## config.mk

```make
export PLATFORM = sky130hd
export DESIGN_NAME = apb_master_flat
export DESIGN_NICKNAME = d
export VERILOG_FILES = /design/src/rtl/apb_pkg.sv /design/src/rtl/apb_master_if.sv /design/src/rtl/apb_wait_timer.sv /design/src/rtl/apb_master.sv /design/src/flat_wrapper.sv
export SDC_FILE = /design/constraint.sdc
export NUM_CORES = 1
export LEC_CHECK = 0
export CAP_MARGIN = 20
export CORE_MARGIN = 4
export CORE_UTILIZATION = 45
export CTS_BUF_LIST = sky130_fd_sc_hd__clkbuf_4 sky130_fd_sc_hd__clkbuf_8 sky130_fd_sc_hd__clkbuf_16
export DETAILED_ROUTE_END_ITERATION = 8
export PLACE_DENSITY_LB_ADDON = 0.12
export RECOVER_POWER = 100
export SETUP_SLACK_MARGIN = 0.3
export SYNTH_ARGS = -nofsm -noshare
export SYNTH_HDL_FRONTEND = slang
export SYNTH_SLANG_ARGS = --single-unit
```

## constraint.sdc

```tcl
create_clock -name PCLK -period 3.3 [get_ports PCLK]
set_clock_uncertainty 0.1 [all_clocks]
set_input_delay 0.66 -clock PCLK [delete_from_list [all_inputs] [get_ports PCLK]]
set_output_delay 0.66 -clock PCLK [all_outputs]
set_load 0.02 [all_outputs]
```

## src/rtl/apb_pkg.sv

```systemverilog
`default_nettype none
// ------------------------------------------------------------------------
// apb_pkg : shared FSM state type and I2C-bridge register map.  Rev 1.0
// ------------------------------------------------------------------------
package apb_pkg;

  typedef enum logic [1:0] {
    IDLE   = 2'd0,
    SETUP  = 2'd1,
    ACCESS = 2'd2
  } apb_state_t;

  localparam logic [31:0] APB_ADDR_TX      = 32'h0000_0000;
  localparam logic [31:0] APB_ADDR_RX      = 32'h0000_0004;
  localparam logic [31:0] APB_ADDR_CONFIG  = 32'h0000_0008;
  localparam logic [31:0] APB_ADDR_TIMEOUT = 32'h0000_000C;

endpackage
`default_nettype wire

```

## src/rtl/apb_master_if.sv

```systemverilog
`default_nettype none
// ------------------------------------------------------------------------
// apb_master_if : command/response port plus APB bus of the requester.  Rev 1.0
// ------------------------------------------------------------------------
interface apb_master_if #(
  parameter int ADDR_W = 32,
  parameter int DATA_W = 32
);
  logic              CMD_VALID;
  logic              CMD_READY;
  logic              CMD_WRITE;
  logic [ADDR_W-1:0] CMD_ADDR;
  logic [DATA_W-1:0] CMD_WDATA;
  logic              RSP_VALID;
  logic [DATA_W-1:0] RSP_RDATA;
  logic              RSP_ERR;
  logic              RSP_TIMEOUT;
  logic              PSELx;
  logic              PENABLE;
  logic              PWRITE;
  logic [ADDR_W-1:0] PADDR;
  logic [DATA_W-1:0] PWDATA;
  logic [DATA_W-1:0] PRDATA;
  logic              PREADY;
  logic              PSLVERR;

  modport master (
    input  CMD_VALID, CMD_WRITE, CMD_ADDR, CMD_WDATA, PRDATA, PREADY, PSLVERR,
    output CMD_READY, RSP_VALID, RSP_RDATA, RSP_ERR, RSP_TIMEOUT,
           PSELx, PENABLE, PWRITE, PADDR, PWDATA
  );

  modport slave (
    output CMD_VALID, CMD_WRITE, CMD_ADDR, CMD_WDATA, PRDATA, PREADY, PSLVERR,
    input  CMD_READY, RSP_VALID, RSP_RDATA, RSP_ERR, RSP_TIMEOUT,
           PSELx, PENABLE, PWRITE, PADDR, PWDATA
  );
endinterface
`default_nettype wire

```

## src/rtl/apb_wait_timer.sv

```systemverilog
`default_nettype none
// ------------------------------------------------------------------------
// apb_wait_timer : counts ACCESS wait states; TIMEOUT_CYCLES=0 never expires.  Rev 1.0
// ------------------------------------------------------------------------
module apb_wait_timer #(
  parameter int TIMEOUT_CYCLES = 16,
  parameter int CNT_W          = 8
) (
  input  logic clk,
  input  logic rst,
  input  logic clear,
  input  logic count_en,
  output logic expired
);

  logic [CNT_W-1:0] cnt;

  always_ff @(posedge clk) begin
    if (rst || clear) begin
      cnt <= '0;
    end else if (count_en) begin
      cnt <= cnt + CNT_W'(1);
    end
  end

  // expired flags the last permitted wait cycle, so the abort lands on exactly TIMEOUT_CYCLES
  generate
    if (TIMEOUT_CYCLES == 0) begin : g_never
      assign expired = 1'b0;
    end else begin : g_limit
      localparam logic [CNT_W-1:0] LAST = CNT_W'(TIMEOUT_CYCLES - 1);
      assign expired = (cnt == LAST);
    end
  endgenerate

endmodule
`default_nettype wire

```

## src/rtl/apb_master.sv

```systemverilog
`default_nettype none
// ------------------------------------------------------------------------
// apb_master : single-command APB requester with wait-state timeout.  Rev 1.0
// ------------------------------------------------------------------------
module apb_master
  import apb_pkg::*;
#(
  parameter int ADDR_W         = 32,
  parameter int DATA_W         = 32,
  parameter int TIMEOUT_CYCLES = 16,
  parameter int CNT_W          = 8
) (
  input  logic PCLK,
  input  logic PRESET,
  apb_master_if.master bus
);

  apb_state_t        state;
  apb_state_t        next_state;
  logic              cmd_ready;
  logic              accept;
  logic              complete;
  logic              abort;
  logic              expired;
  logic              pwrite_q;
  logic [ADDR_W-1:0] paddr_q;
  logic [DATA_W-1:0] pwdata_q;
  logic              rsp_valid_q;
  logic [DATA_W-1:0] rsp_rdata_q;
  logic              rsp_err_q;
  logic              rsp_timeout_q;

  always_ff @(posedge PCLK) begin
    if (PRESET) state <= IDLE;
    else        state <= next_state;
  end

  // ready rides on PREADY in ACCESS so a queued command chains straight into SETUP
  always_comb begin
    next_state = state;
    cmd_ready  = 1'b0;
    complete   = 1'b0;
    abort      = 1'b0;
    unique case (state)
      IDLE: begin
        cmd_ready = 1'b1;
        if (bus.CMD_VALID) next_state = SETUP;
      end
      SETUP: next_state = ACCESS;
      ACCESS: begin
        if (bus.PREADY) begin
          cmd_ready  = 1'b1;
          complete   = 1'b1;
          next_state = bus.CMD_VALID ? SETUP : IDLE;
        end else if (expired) begin
          abort      = 1'b1;
          next_state = IDLE;
        end
      end
      default: next_state = IDLE;
    endcase
  end

  assign accept = bus.CMD_VALID & cmd_ready;

  apb_wait_timer #(
    .TIMEOUT_CYCLES (TIMEOUT_CYCLES),
    .CNT_W          (CNT_W)
  ) u_wait_timer (
    .clk      (PCLK),
    .rst      (PRESET),
    .clear    (state != ACCESS),
    .count_en ((state == ACCESS) & ~bus.PREADY),
    .expired  (expired)
  );

  always_ff @(posedge PCLK) begin
    if (PRESET) begin
      pwrite_q      <= 1'b0;
      paddr_q       <= '0;
      pwdata_q      <= '0;
      rsp_valid_q   <= 1'b0;
      rsp_rdata_q   <= '0;
      rsp_err_q     <= 1'b0;
      rsp_timeout_q <= 1'b0;
    end else begin
      if (accept) begin
        pwrite_q <= bus.CMD_WRITE;
        paddr_q  <= bus.CMD_ADDR;
        pwdata_q <= bus.CMD_WDATA;
      end
      rsp_valid_q <= complete | abort;
      if (complete) begin
        rsp_rdata_q   <= pwrite_q ? '0 : bus.PRDATA;
        rsp_err_q     <= bus.PSLVERR;
        rsp_timeout_q <= 1'b0;
      end else if (abort) begin
        rsp_rdata_q   <= '0;
        rsp_err_q     <= 1'b1;
        rsp_timeout_q <= 1'b1;
      end
    end
  end

  assign bus.CMD_READY   = cmd_ready;
  assign bus.PSELx       = (state != IDLE);
  assign bus.PENABLE     = (state == ACCESS);
  assign bus.PWRITE      = pwrite_q;
  assign bus.PADDR       = paddr_q;
  assign bus.PWDATA      = pwdata_q;
  assign bus.RSP_VALID   = rsp_valid_q;
  assign bus.RSP_RDATA   = rsp_rdata_q;
  assign bus.RSP_ERR     = rsp_err_q;
  assign bus.RSP_TIMEOUT = rsp_timeout_q;

endmodule
`default_nettype wire

```

## src/flat_wrapper.sv

```systemverilog
// flat-port wrapper written by rule: the top's interface ports become plain ports
module apb_master_flat import apb_pkg::*;
#(
  parameter int ADDR_W         = 32,
  parameter int DATA_W         = 32,
  parameter int TIMEOUT_CYCLES = 16,
  parameter int CNT_W          = 8
)
  (PCLK, PRESET, bus_CMD_VALID, bus_CMD_WRITE, bus_CMD_ADDR, bus_CMD_WDATA, bus_PRDATA, bus_PREADY, bus_PSLVERR, bus_CMD_READY, bus_RSP_VALID, bus_RSP_RDATA, bus_RSP_ERR, bus_RSP_TIMEOUT, bus_PSELx, bus_PENABLE, bus_PWRITE, bus_PADDR, bus_PWDATA);
  apb_master_if #(.ADDR_W(ADDR_W), .DATA_W(DATA_W)) bus_i ();
  input  logic PCLK;
  input  logic PRESET;
  input wire logic [$bits(bus_i.CMD_VALID)-1:0] bus_CMD_VALID;
  input wire logic [$bits(bus_i.CMD_WRITE)-1:0] bus_CMD_WRITE;
  input wire logic [$bits(bus_i.CMD_ADDR)-1:0] bus_CMD_ADDR;
  input wire logic [$bits(bus_i.CMD_WDATA)-1:0] bus_CMD_WDATA;
  input wire logic [$bits(bus_i.PRDATA)-1:0] bus_PRDATA;
  input wire logic [$bits(bus_i.PREADY)-1:0] bus_PREADY;
  input wire logic [$bits(bus_i.PSLVERR)-1:0] bus_PSLVERR;
  output wire logic [$bits(bus_i.CMD_READY)-1:0] bus_CMD_READY;
  output wire logic [$bits(bus_i.RSP_VALID)-1:0] bus_RSP_VALID;
  output wire logic [$bits(bus_i.RSP_RDATA)-1:0] bus_RSP_RDATA;
  output wire logic [$bits(bus_i.RSP_ERR)-1:0] bus_RSP_ERR;
  output wire logic [$bits(bus_i.RSP_TIMEOUT)-1:0] bus_RSP_TIMEOUT;
  output wire logic [$bits(bus_i.PSELx)-1:0] bus_PSELx;
  output wire logic [$bits(bus_i.PENABLE)-1:0] bus_PENABLE;
  output wire logic [$bits(bus_i.PWRITE)-1:0] bus_PWRITE;
  output wire logic [$bits(bus_i.PADDR)-1:0] bus_PADDR;
  output wire logic [$bits(bus_i.PWDATA)-1:0] bus_PWDATA;
  assign bus_i.CMD_VALID = bus_CMD_VALID;
  assign bus_i.CMD_WRITE = bus_CMD_WRITE;
  assign bus_i.CMD_ADDR = bus_CMD_ADDR;
  assign bus_i.CMD_WDATA = bus_CMD_WDATA;
  assign bus_i.PRDATA = bus_PRDATA;
  assign bus_i.PREADY = bus_PREADY;
  assign bus_i.PSLVERR = bus_PSLVERR;
  assign bus_CMD_READY = bus_i.CMD_READY;
  assign bus_RSP_VALID = bus_i.RSP_VALID;
  assign bus_RSP_RDATA = bus_i.RSP_RDATA;
  assign bus_RSP_ERR = bus_i.RSP_ERR;
  assign bus_RSP_TIMEOUT = bus_i.RSP_TIMEOUT;
  assign bus_PSELx = bus_i.PSELx;
  assign bus_PENABLE = bus_i.PENABLE;
  assign bus_PWRITE = bus_i.PWRITE;
  assign bus_PADDR = bus_i.PADDR;
  assign bus_PWDATA = bus_i.PWDATA;
  apb_master #(.ADDR_W(ADDR_W), .DATA_W(DATA_W), .TIMEOUT_CYCLES(TIMEOUT_CYCLES), .CNT_W(CNT_W)) u_core (.PCLK(PCLK), .PRESET(PRESET), .bus(bus_i));
endmodule
```

# Word level (Yosys, flattened, before mapping)
# Index checks and enable logic that the tools add are counted.
[op_classes] addsub=1 bitwise_logic=4 eq_ne=6 n_reduce_logical=6 n_mux=16
[ops] cell="2-to-1 mux 32 bit" n=3
[ops] cell="adder 8 x 1 -> 8 bit, second input constant" n=1
[ops] cell="equality test 8 x 4 -> 1 bit, second input constant" n=1
[ops] cell="2-to-1 mux 1 bit" n=8
[ops] cell="2-to-1 mux 2 bit" n=3
[ops] cell="one-hot mux 2 bit (3 select lines)" n=1
[ops] cell="inequality test 2 bit, second input constant" n=2
[ops] cell="nonzero test 2 bit" n=2
[ops] cell="inequality test 3 x 2 -> 1 bit, second input constant" n=1
[ops] cell="AND 1 bit" n=2
[ops] cell="equality test 2 x 1 -> 1 bit, second input constant" n=1
[ops] cell="equality test 2 bit, second input constant" n=1
[ops] cell="logical NOT 2 bit" n=1
[ops] cell="one-hot mux 1 bit (2 select lines)" n=1
[ops] cell="AND reduction 2 bit" n=1
[ops] cell="OR reduction 2 bit" n=1
[ops] cell="logical OR 1 bit" n=1
[ops] cell="NOT 1 bit" n=1
[ops] cell="bitwise OR 1 bit" n=1
[word_totals] reg_bits=110 in_bits=102 elab_cells=42 out_inout_bits=103

# Longest topological paths before layout
# Gate-level depths: netlist of the first run.
[depth] ltp_word=6 depth_mapped=7 mapped_depth_nobuf=4

# Modules after synthesis
# From an unflattened synthesis of the first run, not the netlist that was laid out.
[hier_totals] cells_unflattened=419 area_unflattened_um2=4456.8
[by_module_without_submodules] mod="apb_master" area_per_inst_um2=4098.9 cells_each=379 instances=1 seq_area_each_um2=2042.0
[by_module_without_submodules] mod="apb_wait_timer" area_per_inst_um2=357.8 cells_each=40 instances=1 seq_area_each_um2=160.2

# Worst setup path after synthesis of the first run
# No wires, ideal clock.
[synth_path] path_kind="input -> output" startpoint="input bus_PREADY" endpoint="output bus_CMD_READY" arrival_time_ps=1585 setup_slack_ps=955 n_path_buf=4 t_required_ps=2540 stages=6 path_cell_list="buf_6 nor2b_4 buf_2 buf_4 buf_2 nor2_1"
[synth_between] elab_chain_cells=2
[synth_lines] item="from (decl)" line_no="flat_wrapper.sv:18" text="input wire logic [$bits(bus_i.PREADY)-1:0] bus_PREADY;"
[synth_lines] item="2-to-1 mux 1 bit" line_no="apb_master.sv:51" text="if (bus.PREADY) begin"
[synth_lines] item="one-hot mux 1 bit (2 select lines)" line_no="apb_master.sv:44" text="unique case (state)"
[synth_lines] item="to (decl)" line_no="flat_wrapper.sv:20" text="output wire logic [$bits(bus_i.CMD_READY)-1:0] bus_CMD_READY;"
# Every way passes these cells.

# Worst setup path after layout of the first run
# Ends and elaborated chain as after synthesis.

==> tab_implementation.tex, run 1 <==
\begin{tabular}{lr}
\hline
Metric & Value \\
\hline
\multicolumn{2}{l}{\textbf{Die}} \\
Placement Rows & 36 \\
Initial cell density of the core & 0.466 \\
Number of I/O pins & 205 \\
Vertical die dimension & 109 microns \\
Area of the die & 0.0118 sq mm \\
Core region area & 0.00982 sq mm \\
Die extent in x & 109 microns \\
\multicolumn{2}{l}{\textbf{Critical path}} \\
Cell with the most instances on the worst path & sky130\_fd\_sc\_hd\_\_dlygate4sd3\_1 \\
R2r startpoint & u\_core.state[1]\$\_SDFFE\_PP0P\_ \\
Element type at the critical path start & input port \\
Type of the worst setup path & in -> out \\
Launch point of the worst path & bus\_PREADY \\
Critical Path End Type & output port \\
Cell at the slowest stage of the critical path & sky130\_fd\_sc\_hd\_\_dlygate4sd3\_1 \\
Largest incremental delay on the critical path & 0.69 ns \\
Crit-path cells & dlygate4sd3\_1 -> nor2b\_4 -> nor2\_1 -> dlygate4sd3\_1 \\
Critical path peak fanout & 2 \\
Arrival time of data at the critical path endpoint & 2.12 ns \\
Endpoint required time on the critical path & 2.54 ns \\
\multicolumn{2}{l}{\textbf{Clock tree}} \\
H-tree depth & 3 \\
Post-CTS setup buffers & 0 \\
Hold\_buf cts & 0 \\
TritonCTS clock tree & yes \\
Clock-pin slew on the worst setup and hold paths & 0.09 ns \\
Sinks on the clock net & 110 \\
Post-CTS sizing & 0 \\
Root buf cell & sky130\_fd\_sc\_hd\_\_clkbuf\_8 \\
TritonCTS Buffers & 9 \\
Later-pin clock latency in the skew report & 0.36 ns \\
CTS max path bufs & 2 \\
\multicolumn{2}{l}{\textbf{Logic synthesis}} \\
Fraction of registers with async set or reset after synthesis & 0 \\
Post-Syn Area per Cell & 10.2 sq um \\
Cells after synthesis & 450 \\
Top\_reg\_cell synth & sky130\_fd\_sc\_hd\_\_dfxtp\_1 \\
Area contributors post-synth & sky130\_fd\_sc\_hd\_\_dfxtp\_1 (48\%), sky130\_fd\_sc\_hd\_\_or4b\_1 (14\%), sky130\_fd\_sc\_hd\_\_o31ai\_1 (11\%) \\
Count of yosys warnings during synthesis & 0 \\
Register bit count reported by yosys & 110 \\
Top post-synthesis cells by count & sky130\_fd\_sc\_hd\_\_dfxtp\_1 (110), sky130\_fd\_sc\_hd\_\_a21oi\_1 (70), sky130\_fd\_sc\_hd\_\_o31ai\_1 (67) \\
Syn\_nets & 553 \\
Area fraction of the dominant cell type after synthesis & 0.482 \\
Cell area after synthesis & 0.00457 sq mm \\
Post-synth cell types & 41 \\
Most numerous cell in the Yosys netlist & sky130\_fd\_sc\_hd\_\_dfxtp\_1 \\
Post-synth EDFFs & 0 \\
Post-synthesis sequential area ratio & 0.482 \\
Dominant cell type by area after synthesis & sky130\_fd\_sc\_hd\_\_dfxtp\_1 \\
\multicolumn{2}{l}{\textbf{Finish}} \\
Filler-free cell count of the finished design & 752 \\
Count of fill cells added during filler insertion & 806 \\
Net total in the final layout & 717 \\
Layout cells sized above 1 & 0.0517 \\
Number of antenna repair diodes & 0 \\
Final core area utilization & 0.693 \\
Area delta synth->final & 48.9\% \\
\multicolumn{2}{l}{\textbf{Run status}} \\
Violated checks & capacitance limit, slew limit \\
Run status & finished with violations \\
\multicolumn{2}{l}{\textbf{Pwr}} \\
Maximum vdd drop & 0.221 mV \\
Total power per unit cell area & 403 mW/mm\^{}2 \\
Static leakage power & 2.78 nW \\
\multicolumn{2}{l}{\textbf{GRT}} \\
Initial antenna violation count & 0 \\
Largest net degree at the start of global routing & 132 \\
Global route total overflow & 0 \\
Vias in the first global route & 3982 \\
GRT Resource Usage Total & 0.203 \\
First-pass GRT wire length & 19.5 mm \\
\multicolumn{2}{l}{\textbf{Placement}} \\
Placement Setup Slack & 0.555 ns \\
Count of placed standard cells including taps & 736 \\
Half-perimeter wire length after detailed placement & 8.35 mm \\
Total of buffers placed on input and output ports & 204 \\
Final weighted congestion of routability-driven global placement & 0.735 \\
\multicolumn{2}{l}{\textbf{STA}} \\
Final hold violation count & 0 \\
Total count of max-transition violations in the final report & 39 \\
Endpoints failing setup & 0 \\
Maximum operating frequency & 348 MHz \\
Worst setup margin & 0.425 ns \\
Post-Route Hold Slack & 0.371 ns \\
Period minus WS final & 2.88 ns \\
Transition at the pin with the smallest max-transition slack & 1.80 ns \\
Sum of negative setup slack & 0 ns \\
Portion of the clock cycle consumed by the worst path in the final layout & 0.871 \\
Normalized max-slew margin & -0.201 \\
Setup repair after global routing missed its margin & false \\
\multicolumn{2}{l}{\textbf{Min path}} \\
Worst hold start & u\_core.bus.PWDATA[21]\$\_SDFFE\_PP0P\_ \\
Min-Delay Path Class & reg -> reg \\
\multicolumn{2}{l}{\textbf{Detailed routing}} \\
Detailed Routing Iterations Pass 1 & 4 \\
Routed via count divided by cell count & 5.58 \\
Post-route antenna net violation count & 0 \\
Routed wire length & 12.5 mm \\
Initial detailed-routing violation count & 234 \\
Residual DRC & 0 \\
Via count & 4199 \\
Wirelength per Cell & 16.7 microns \\
\multicolumn{2}{l}{\textbf{Flow run}} \\
Number of max-capacitance violations reported & 1 \\
\hline
\end{tabular}
[cell type report]
class	instances	area (sq um)	share of cell area
clock buffers	12	153	0.0224
clock inverters	4	55.1	0.00809
inverters	2	8.76	0.00129
multi-input cells	280	2130	0.312
flip-flops and latches	110	2200	0.324
well taps	133	166	0.0244
repair buffers	211	2100	0.308
[per-layer routing]
layer,global-route usage,wire [microns],vias up
met1,0.245,5080,1928
met3,0.0906,1230,20
met4,0.0685,271,0
met5,0,0,-
met2,0.324,5950,147
li1,-,-,2104
[sequential cells by signal, indices dropped and copies added, names as in the netlist]
name	cells
u_core.bus.RSP_TIMEOUT	1
u_core.bus.PWDATA	32
u_core.bus.RSP_ERR	1
u_core.bus.PADDR	32
u_core.bus.RSP_VALID	1
u_core.u_wait_timer.cnt	8
u_core.state	2
u_core.bus.PWRITE	1
u_core.bus.RSP_RDATA	32
[metrics by stage]
stage,total power [mW],cell area [sq um]
final,2.75,6810
after floorplan,1.69,4570
after detailed placement,1.97,6630
after CTS,2.80,6830
after global placement,1.95,6630
after global routing,2.87,6810
[cell families (layout without fill, tap and decap cells)]
kind of cell	count (synthesis)	count (layout)	share of synthesized area
buffers and inverters	60	229	0.0561
xor gates and xnor gates	3	3	0.00575
and+or+nand+nor	99	99	0.190
AOI/OAI and AO/OA	176	176	0.261
DFF	110	110	0.482
adders and majority gates	1	1	0.00274
muxes	1	1	0.00219
[where the power goes]
part / switching (mW) / internal [mW] / leakage (nW)
sequential: 0.0361 / 1.39 / 0.898
clock: 0.445 / 0.394 / 0.104
combinational: 0.230 / 0.256 / 1.78
[worst max-delay path: cells and delay by family]
kind / cells / cell delay (ns)
AND/OR/NAND/NOR: 2 / 0.17
buffers and inverters: 2 / 1.28
[cells in the final DEF (no fill, tap or decap), types with 2 or more instances in the layout]
cell                              Yosys  layout
sky130_fd_sc_hd__dfxtp_1            110     109
sky130_fd_sc_hd__buf_4                1       3
sky130_fd_sc_hd__nor2b_1              2       2
sky130_fd_sc_hd__clkdlybuf4s50_1      0     100
sky130_fd_sc_hd__or4b_1              65      65
sky130_fd_sc_hd__a21oi_1             70      70
sky130_fd_sc_hd__xor2_1               2       2
sky130_fd_sc_hd__clkbuf_4             0       3
sky130_fd_sc_hd__nand2b_1             2       2
sky130_fd_sc_hd__nor3_1               2       2
sky130_fd_sc_hd__a22o_1              32      32
sky130_fd_sc_hd__o31ai_1             67      67
sky130_fd_sc_hd__or4_1                2       2
sky130_fd_sc_hd__dlygate4sd3_1        0     103
sky130_fd_sc_hd__nand3_1              4       4
sky130_fd_sc_hd__nand3b_1             2       2
sky130_fd_sc_hd__clkbuf_8             0      10
sky130_fd_sc_hd__nand2_1              2       2
sky130_fd_sc_hd__clkbuf_2             0       2
sky130_fd_sc_hd__nor2_1               7       7
[final timing paths]
| check | depth (start not counted) | endpoint | slack, ns |
|---|---|---|---|
| max | 4 | bus_CMD_READY | 0.42 |
| min | 2 | u_core.bus.PWDATA[21]$_SDFFE_PP0P_ | 0.37 |
| max reg2reg | 4 | u_core.bus.PADDR[8]$_SDFFE_PP0P_ | 1.02 |
| min reg2reg | 2 | u_core.bus.PWDATA[21]$_SDFFE_PP0P_ | 0.37 |
(Power assumes the default switching activity.)
==> run 2: changes to the inputs <==
==> constraint.sdc (replaced) <==
create_clock -name PCLK -period 3.5 [get_ports PCLK]
set_clock_uncertainty 0.1 [all_clocks]
set_input_delay 0.7 -clock PCLK [delete_from_list [all_inputs] [get_ports PCLK]]
set_output_delay 0.7 -clock PCLK [all_outputs]
set_load 0.02 [all_outputs]
==> run 2 against run 1 <==
  * The flow now finishes without violations
  * Via count stayed put
  * Sequential power is 6% lower
  * Cell count stayed put
  * Design area hardly changed
  * Critical endpoint is now u_core.bus.RSP_RDATA[2]$_SDFFE_PP0P_
  * Critical path type is now in -> reg
  * Register-to-register slack worse by 0.09 ns
==> tab_implementation.tex, run 2 (synthesis results as in run 1) <==
\begin{tabular}{lr}
\hline
Metric & Value \\
\hline
\multicolumn{2}{l}{\textbf{Die}} \\
Placement Rows & 36 \\
Die extent in x & 109 microns \\
Initial cell density of the core & 0.466 \\
Core region area & 0.00982 sq mm \\
Vertical die dimension & 109 microns \\
Area of the die & 0.0118 sq mm \\
Number of I/O pins & 205 \\
\multicolumn{2}{l}{\textbf{GRT}} \\
GRT Resource Usage Total & 0.208 \\
First-pass GRT wire length & 19.9 mm \\
Vias in the first global route & 3983 \\
Largest net degree at the start of global routing & 132 \\
Global route total overflow & 0 \\
Initial antenna violation count & 0 \\
\multicolumn{2}{l}{\textbf{Critical path}} \\
Launch point of the worst path & bus\_PREADY \\
Arrival time of data at the critical path endpoint & 3.22 ns \\
Critical Path End Type & register \\
Type of the worst setup path & in -> reg \\
R2r startpoint & u\_core.state[0]\$\_SDFFE\_PP0P\_ \\
Critical path peak fanout & 22 \\
Logic depth of the worst register-to-register path & 4 \\
Element type at the critical path start & input port \\
Endpoint required time on the critical path & 3.70 ns \\
Critical R2R Capture & u\_core.bus.RSP\_RDATA[2]\$\_SDFFE\_PP0P\_ \\
Worst reg2reg setup slack & 0.93 ns \\
\multicolumn{2}{l}{\textbf{Clock tree}} \\
CTS max path bufs & 2 \\
TritonCTS clock tree & yes \\
Post-CTS setup buffers & 0 \\
Sinks on the clock net & 110 \\
Clock-pin slew on the worst setup and hold paths & 0.10 ns \\
Hold\_buf cts & 0 \\
Post-CTS sizing & 0 \\
Later-pin clock latency in the skew report & 0.36 ns \\
TritonCTS Buffers & 9 \\
Root buf cell & sky130\_fd\_sc\_hd\_\_clkbuf\_8 \\
H-tree depth & 3 \\
\multicolumn{2}{l}{\textbf{Pwr}} \\
Total power per unit cell area & 370 mW/mm\^{}2 \\
Static leakage power & 2.78 nW \\
Maximum vdd drop & 0.247 mV \\
\multicolumn{2}{l}{\textbf{Detailed routing}} \\
Routed via count divided by cell count & 5.58 \\
Via count & 4199 \\
Residual DRC & 0 \\
Wirelength per Cell & 17.2 microns \\
Post-route antenna net violation count & 0 \\
Routed wire length & 12.9 mm \\
Initial detailed-routing violation count & 250 \\
Detailed Routing Iterations Pass 1 & 4 \\
\multicolumn{2}{l}{\textbf{Finish}} \\
Leading cell type in the layout, fill and taps excluded & sky130\_fd\_sc\_hd\_\_dfxtp\_1 \\
Filler-free cell count of the finished design & 752 \\
Number of antenna repair diodes & 0 \\
Count of fill cells added during filler insertion & 805 \\
Most used cells in the layout excluding fill and tap cells & sky130\_fd\_sc\_hd\_\_dfxtp\_1 (109), sky130\_fd\_sc\_hd\_\_dlygate4sd3\_1 (103), sky130\_fd\_sc\_hd\_\_clkdlybuf4s50\_1 (100) \\
Layout cells sized above 1 & 0.0517 \\
Net total in the final layout & 718 \\
Area delta synth->final & 48.8\% \\
Finished Cell Area & 0.00680 sq mm \\
\multicolumn{2}{l}{\textbf{Min path}} \\
Endpoint of the worst hold path & u\_core.bus.PADDR[23]\$\_SDFFE\_PP0P\_ \\
Min-Delay Path Class & reg -> reg \\
Cells on Worst Hold Path & 2 \\
Worst hold start & u\_core.bus.PADDR[23]\$\_SDFFE\_PP0P\_ \\
\multicolumn{2}{l}{\textbf{STA}} \\
Endpoints failing setup & 0 \\
Portion of the clock cycle consumed by the worst path in the final layout & 0.861 \\
Total count of max-transition violations in the final report & 0 \\
Transition at the pin with the smallest max-transition slack & 0.971 ns \\
Normalized max-slew margin & 0.352 \\
Maximum operating frequency & 332 MHz \\
Sum of negative setup slack & 0 ns \\
Setup repair after global routing missed its margin & false \\
Post-Route Hold Slack & 0.370 ns \\
Period minus WS final & 3.01 ns \\
Final hold violation count & 0 \\
\multicolumn{2}{l}{\textbf{Flow run}} \\
Number of max-capacitance violations reported & 0 \\
\multicolumn{2}{l}{\textbf{Run status}} \\
Run status & complete, no violations \\
\multicolumn{2}{l}{\textbf{Placement}} \\
Half-perimeter wire length after detailed placement & 8.78 mm \\
Count of placed standard cells including taps & 736 \\
Total of buffers placed on input and output ports & 204 \\
Dpl cell area & 0.00661 sq mm \\
Final weighted congestion of routability-driven global placement & 0.780 \\
\hline
\end{tabular}
## run 2: per-layer routing
metal	track usage	wire, microns	vias up
met5	0	0	-
met4	0.0505	172	0
met3	0.0847	1250	14
met2	0.344	6130	134
met1	0.254	5360	1943
li1	-	-	2108
## run 2: how the worst max path moves through the flow
stage                                                  endpoint  cells past startpoint  slack (ns)
after floorplan                                   bus_CMD_READY                      6        1.08
after global placement                            bus_CMD_READY                      4        0.65
after detailed placement  u_core.bus.RSP_RDATA[31]$_SDFFE_PP0P_                      6        0.64
after CTS                                         bus_CMD_READY                      4        0.66
after global routing       u_core.bus.RSP_RDATA[3]$_SDFFE_PP0P_                      6        0.39
final                      u_core.bus.RSP_RDATA[2]$_SDFFE_PP0P_                      6        0.49
## run 2: worst max-delay path, stage by stage
cell and delay [ns]:
sky130_fd_sc_hd__dlygate4sd3_1 0.62, sky130_fd_sc_hd__clkbuf_1 0.36, sky130_fd_sc_hd__nor3b_1 0.20, sky130_fd_sc_hd__a311oi_4 0.63, sky130_fd_sc_hd__clkbuf_2 0.50, sky130_fd_sc_hd__a22o_1 0.21
## run 2: area by class of cell
class / instances / area (sq um) / area share
Timing Repair Buffer: 212 / 2120 / 0.311
Tap cell: 133 / 166 / 0.0245
Sequential cell: 110 / 2200 / 0.324
Clock buffer: 10 / 138 / 0.0202
Clock inverter: 5 / 42.5 / 0.00625
Multi-Input combinational cell: 280 / 2130 / 0.312
Inverter: 2 / 8.76 / 0.00129
## run 2: metrics by stage
step | power (mW) | setup slack (ns) | utilization
4_1_cts | 2.57 | 0.657 | 0.692
5_1_grt | 2.64 | 0.390 | 0.693
2_1_floorplan | 1.60 | 1.08 | -
6_report | 2.52 | 0.486 | 0.693
3_5_place_dp | 1.85 | 0.641 | 0.674
3_3_place_gp | 1.84 | 0.647 | 0.674
## run 2: power breakdown
| part | switching, mW | internal, mW | total [mW] |
|---|---|---|---|
| Sequential | 0.0350 | 1.31 | 1.34 |
| Clock | 0.433 | 0.283 | 0.716 |
| Combinational | 0.218 | 0.242 | 0.460 |
| Total | 0.686 | 1.83 | 2.52 |
